==> src/rtl/maxpool_2x2.sv <==
// 2x2 stride-2 pooling over a raster stream of unsigned activations.
// Define AVG_POOL_EN to select rounded average pooling instead of maximum.
module maxpool_2x2 #(
    parameter int unsigned DATA_W = 21,
    parameter int unsigned IMG_W  = 8
) (
    input  logic              clk,
    input  logic              rst,
    input  logic              i_valid,
    input  logic              i_sof,
    input  logic [DATA_W-1:0] i_data,
    output logic              o_valid,
    output logic [DATA_W-1:0] o_data
);

    localparam int unsigned CW  = (IMG_W > 2) ? $clog2(IMG_W) : 1;
    localparam int unsigned LBN = IMG_W / 2;
    localparam int unsigned LBW = (LBN > 1) ? $clog2(LBN) : 1;
`ifdef AVG_POOL_EN
    localparam int unsigned SW  = DATA_W + 1;
`else
    localparam int unsigned SW  = DATA_W;
`endif

    logic [CW-1:0]     c_q, c_d;
    logic              r_q, r_d;
    logic [DATA_W-1:0] h_q, h_d;
    logic [SW-1:0]     lb_q [LBN];
    logic [SW-1:0]     lb_d [LBN];
    logic              o_valid_q, o_valid_d;
    logic [DATA_W-1:0] o_data_q, o_data_d;

    logic [CW-1:0]     col;
    logic              row;
    logic [LBW-1:0]    idx;
    logic [SW-1:0]     pair;
    logic [DATA_W-1:0] win;
`ifdef AVG_POOL_EN
    logic [DATA_W+1:0] sum4;
`endif

    // An accepted start-of-frame sample is treated as column 0 of an even row.
    always_comb begin
        col  = i_sof ? '0 : c_q;
        row  = i_sof ? 1'b0 : r_q;
        idx  = LBW'(col >> 1);
`ifdef AVG_POOL_EN
        pair = SW'(h_q) + SW'(i_data);
        sum4 = (DATA_W+2)'(lb_q[idx]) + (DATA_W+2)'(pair) + (DATA_W+2)'(2);
        win  = sum4[DATA_W+1:2];
`else
        pair = (h_q > i_data) ? h_q : i_data;
        win  = (lb_q[idx] > pair) ? lb_q[idx] : pair;
`endif
    end

    always_comb begin
        c_d       = c_q;
        r_d       = r_q;
        h_d       = h_q;
        lb_d      = lb_q;
        o_valid_d = 1'b0;
        o_data_d  = o_data_q;
        if (i_valid) begin
            if (!col[0]) begin
                h_d = i_data;
            end else if (!row) begin
                lb_d[idx] = pair;
            end else begin
                o_data_d  = win;
                o_valid_d = 1'b1;
            end
            if (col == CW'(IMG_W - 1)) begin
                c_d = '0;
                r_d = ~row;
            end else begin
                c_d = col + CW'(1);
                r_d = row;
            end
        end
    end

    always_ff @(posedge clk or posedge rst) begin
        if (rst) begin
            c_q       <= '0;
            r_q       <= 1'b0;
            h_q       <= '0;
            lb_q      <= '{default: '0};
            o_valid_q <= 1'b0;
            o_data_q  <= '0;
        end else begin
            c_q       <= c_d;
            r_q       <= r_d;
            h_q       <= h_d;
            lb_q      <= lb_d;
            o_valid_q <= o_valid_d;
            o_data_q  <= o_data_d;
        end
    end

    assign o_valid = o_valid_q;
    assign o_data  = o_data_q;

endmodule
==> config.mk <==
export PLATFORM = sky130hd
export DESIGN_NAME = maxpool_2x2
export DESIGN_NICKNAME = d
export VERILOG_FILES = /design/src/rtl/maxpool_2x2.sv
export SDC_FILE = /design/constraint.sdc
export NUM_CORES = 1
export LEC_CHECK = 0
export CORE_ASPECT_RATIO = 0.9
export CORE_MARGIN = 4
export CORE_UTILIZATION = 60
export DETAILED_ROUTE_END_ITERATION = 8
export PLACE_DENSITY = 0.81
export SYNTH_ARGS = -nofsm -noshare
export SYNTH_HDL_FRONTEND = slang
export SYNTH_SLANG_ARGS = --single-unit
export TNS_END_PERCENT = 30
==> constraint.sdc <==
create_clock -name clk -period 5.2 [get_ports clk]
set_input_delay 1.04 -clock clk [delete_from_list [all_inputs] [get_ports clk]]
set_output_delay 1.04 -clock clk [all_outputs]
set_load 0.02 [all_outputs]
# Word level (Yosys, flattened, before mapping)
# Cells that the tools add are included.
dict set report classes {
  muxes 15
  bitwise_logic 3
  n_reduce_logical 4
  n_lt_le_gt_ge 4
  n_eq_ne 1
  n_addsub 1
}
# op count
set ops {}
lappend ops {{21-bit two-way mux} 5}
lappend ops {{84-bit bitwise mux} 1}
lappend ops {{21-bit binary-select mux with 2-bit select} 1}
lappend ops {{21-bit demux with 2-bit select} 1}
lappend ops {{21-bit > comparator} 2}
lappend ops {{3-bit two-way mux} 2}
lappend ops {{3-bit AND reduction} 2}
lappend ops {{1-bit two-way mux} 5}
lappend ops {{3-bit by 1-bit adder with 3-bit output, second input constant} 1}
lappend ops {{3-bit equality test, second input constant} 1}
lappend ops {{3-bit greater-or-equal comparator, second input constant} 1}
lappend ops {{3-bit by 1-bit less-than comparator with 1-bit output, second input constant} 1}
lappend ops {{2-bit NOT with 3-bit output} 1}
lappend ops {{1-bit NOT} 2}
lappend ops {{2-bit AND reduction} 1}
lappend ops {{1-bit logical AND} 1}
dict set report totals {
  wordCells 37
  out_inout_bits 22
  in_bits 25
  reg_bits 131
}

# Depth between registers and ports, before layout
dict set report logic_depth {
  word_depth 7
  depth_mapped 17
  mapped_depth_nobuf 15
}

# Worst setup path before layout
# OpenSTA, ideal clock, no wires.
dict set report synth_path {
  path_type {input to register}
  from {input port i_data[19]}
  to {register o_data_q[1], in the netlist o_data[1]}
  arrival_time_ns 4.351
  path_slack_ns 0.707
  t_required_ns 5.057
  path_buffers 2
  setup_ns 0.143
  path_stages 16
  cell_sequence {inv_1 > ha_1 > a21oi_1 > nand2_1 > a221o_1 > or3_1 > buf_6 > a31oi_2 > ha_1 > and4_1 > nor4bb_1 > o21ai_0 > o211ai_1 > a21o_1 > clkbuf_1 > o221ai_1}
}
dict set report synth_via {
  elab_chain_len 4
}
# item line_no
set synth_rtl {}
lappend synth_rtl {{start, declared} 11} ;# input logic [DATA_W-1:0] i_data,
lappend synth_rtl {{21-bit > comparator} 52} ;# pair = (h_q > i_data) ? h_q : i_data;
lappend synth_rtl {{21-bit two-way mux (*)} 52}
lappend synth_rtl {{21-bit > comparator} 53} ;# win = (lb_q[idx] > pair) ? lb_q[idx] : pair;
lappend synth_rtl {{21-bit two-way mux (*)} 53}
lappend synth_rtl {{end signal, assigned} 97} ;# o_data_q <= o_data_d;
lappend synth_rtl {{end, declared} 31} ;# logic [DATA_W-1:0] o_data_q, o_data_d;
# Every way passes the cells marked *; elsewhere a longest branch is shown, timed or not.
# A chain may end at the register's enable or synchronous reset.

# Final worst setup path
dict set report layout_path {
  from {input port i_data[16]}
  to {register o_data_q[2], in the netlist o_data[2]}
}
# Same word-level chain as after synthesis.

==> out/results.ini <==
[status]
status = finished, final reports clean

[yosys]
yosys.area.top_type = dfrtp_1
ys_seq_elements = 131
ys_warn_count = 0
ys_seq_area_share_pct = 45.4
syn-num-nets = 855
synth_cell_types = 44
synthCells = 786
syn_area_per_cell_um2 = 9.18
synthArstFlopShare_pct = 100
synth_top_flop_cell = dfrtp_1
synthAdderAreaFrac_pct = 7.63
synthTopCellsByCount = 141 x nand2_1, 131 x dfrtp_1, 106 x o21ai_0
synth-edff-count = 0
synth.most_common_cell = nand2_1
synth-simple-area-share_pct = 13.0
synthesis.area_um2 = 7220
synth_compound_area_share_pct = 24.6
synth_top_cell_area_share_pct = 45.4
synthMuxAreaShare_pct = 3.80
synth_top_family_by_area = compound AO/OA/AOI/OAI gates
synth-xor-area-share_pct = 0
netlist_top_cells_area = dfrtp_1 45%, ha_1 7.6%, o21ai_0 7.4%

[floorplanning]
io_pins = 47
die_area_um2 = 13800
die_y_um = 112
dieWidth_um = 124
core-area_um2 = 11600
initial_core_util_pct = 62.3
rows = 37

[pwr]
seq_power_share_pct = 37.4
p_leak_nw = 3.97
clockPowerShare_pct = 32.5
switching_share_pct = 34.0
ir_worst_vdd_mv = 0.227
switchingPower_w = 0.00129
total_power_w = 0.00380
power_density_nw_per_um2 = 439
comb_power_share_pct = 30.1
p_int_w = 0.00251

[layout]
drive_gt1_share_pct = 14.9
final_nets = 909
area_growth_pct = 20.0
antenna_cells = 0

[grt]
grtUsageTotal_pct = 30.0
grt_start_max_net_pins = 69
grt_pass1_wl_mm = 32.9
grt_pass1_vias = 6566
antenna_found_initial = 0
grt.overflow.total = 0

[clocking]
cts_tree = built
clkTransAtPathRegs_ps = 60
cts_root_buffer = clkbuf_16
cts.sinks = 131
cts-buffers-inserted = 17
htreeDepth = 4
clk_latency_ps = 420
cts_hold_buf = 0
post_cts_buffers = 0
cts_buffer_depth = 2
ctsResizeCount = 1

[critical_path]
r2r_end = o_data[2]
crit_start = i_data[16]
crit_end = o_data[2]
r2r-start = c_q[1]
cp-start-kind = input pin
cp_data_arrival_time_ps = 5220
rr_worst_depth = 13
critPathRequiredTime_ps = 5520
cp-end-kind = flip-flop
crit_type = input pin to flip-flop
rrSetupSlack_ps = 1070
cp_max_fo = 20

[min_path]
hp-class = flip-flop to flip-flop
worstHoldPathCells = 2

[place]
globalplace.congestion = 0.973
dp_hpwl_mm = 13.3
preCtsSetupSlack_ps = -469
portBuffers = 46

[timing]
period_needed_ps = 4900
clock.fmax_mhz = 204
clock_skew_ps = 6.19
slew_headroom_pct = 17.9
final_max_slew_viol_count = 0
finalWorstSetupSlack_ps = 296
setup_viol = 0
fin_crit_sh_pct = 94.3
worst_pin_slew_ps = 1230
timing.setup.tns_ps = 0
hold_viol_final = 0

[drt]
initialDrtViolationCount = 578
routedWlPerCell_um = 19.5
avgViaCountPerCell = 6.45
drt-total-wl_mm = 19.7
vias = 6501
drtAntennaViolNets = 0
firstDrtPassIters = 7
drc = 0

[run]
drv_cap = 0

-- state kept, by name, indices dropped and copies added (netlist names) --
| signal | cells |
|---|---|
| lb_q | 84 |
| h_q | 21 |
| o_data | 21 |
| c_q | 3 |
| o_valid | 1 |
| r_q | 1 |
-- cell families (layout without fill, tap and decap cells) --
kind of cell | after synthesis | count (layout)
buffers and inverters | 104 | 170
multiplexers | 24 | 24
AND/OR/NAND/NOR | 218 | 218
flip-flops | 131 | 131
adder cells (fa/ha/maj) | 44 | 44
AO/OA/AOI/OAI | 265 | 265
-- worst max-delay path, cell delays in order --
cell and delay [ps]:
clkdlybuf4s50_1 510, inv_1 70, ha_1 320, nand4_1 210, nor3_1 90, a221o_1 340, or3_1 480, buf_12 210
a31oi_2 230, ha_1 290, a21oi_1 120, o21ai_0 100, a221oi_1 380, o211ai_1 210, a21o_4 330, o221ai_1 270
-- metrics by stage --
step                std cells  area (um^2)  hold WS (ps)  util (%)
finish                   1008         8660           475      74.8
CTS                      1008         8630           480      74.6
detailed placement        977         8020           467      69.3
floorplan                 786         7220           444         -
global placement          977         8020           455      69.3
global route             1008         8660           500      74.8
-- layer usage --
layer	global-route usage [%]	share of wire, %	vias up	wire length [um]
met2	47.7	49	382	9560
met5	0	0	-	0
met3	5.14	7.7	44	1520
li1	-	-	2946	-
met4	11.4	2.2	0	426
met1	41.3	42	3129	8180
-- worst min path at each step --
stage                     startpoint       end  slack (ps)
after floorplan              lb_q[0]   lb_q[0]         440
after global placement       lb_q[0]   lb_q[0]         460
after detailed placement    lb_q[39]  lb_q[39]         470
after CTS                   lb_q[39]  lb_q[39]         480
after global routing        lb_q[39]  lb_q[39]         500
final                       lb_q[39]  lb_q[39]         480
-- placed cells by master (no fill, tap or decap), drive strengths merged, types with 2 or more instances in the layout --
cell           instances
or2                    3
bufinv                 3
o221ai                40
o31ai                 21
nand3b                 3
a21o                   3
a21oi                 37
clkdlybuf4s50         46
dfrtp                131
ha                    44
nand2                141
o22ai                  8
inv                   46
nor2b                  2
a31oi                 21
a22oi                 15
nand4                  6
clkbuf                19
o21a                   3
mux2i                  7
a221oi                 2
mux2                  17
o21ai                110
buf                   48
nand3                 29
nor2                  25
and4                   2
clkinv                 7
nand2b                 2
-- power groups by stage --
stage          clock network, W  registers, W  logic, W
2_1_floorplan                 0       0.00140  0.000729
3_3_place_gp                  0       0.00141   0.00104
3_5_place_dp                  0       0.00143   0.00110
4_1_cts                 0.00124       0.00142   0.00112
5_1_grt                 0.00129       0.00145   0.00127
6_report                0.00124       0.00142   0.00114
-- final cells by class --
type                            instances  area [um^2]
Multi-Input combinational cell        551         3560
Sequential cell                       131         3280
Fill cell                             817         2910
Timing Repair Buffer                   94          846
Clock buffer                           19          453
Tap cell                              156          195
Inverter                               45          171
Clock inverter                         12          156
(Power assumes the default switching activity.)
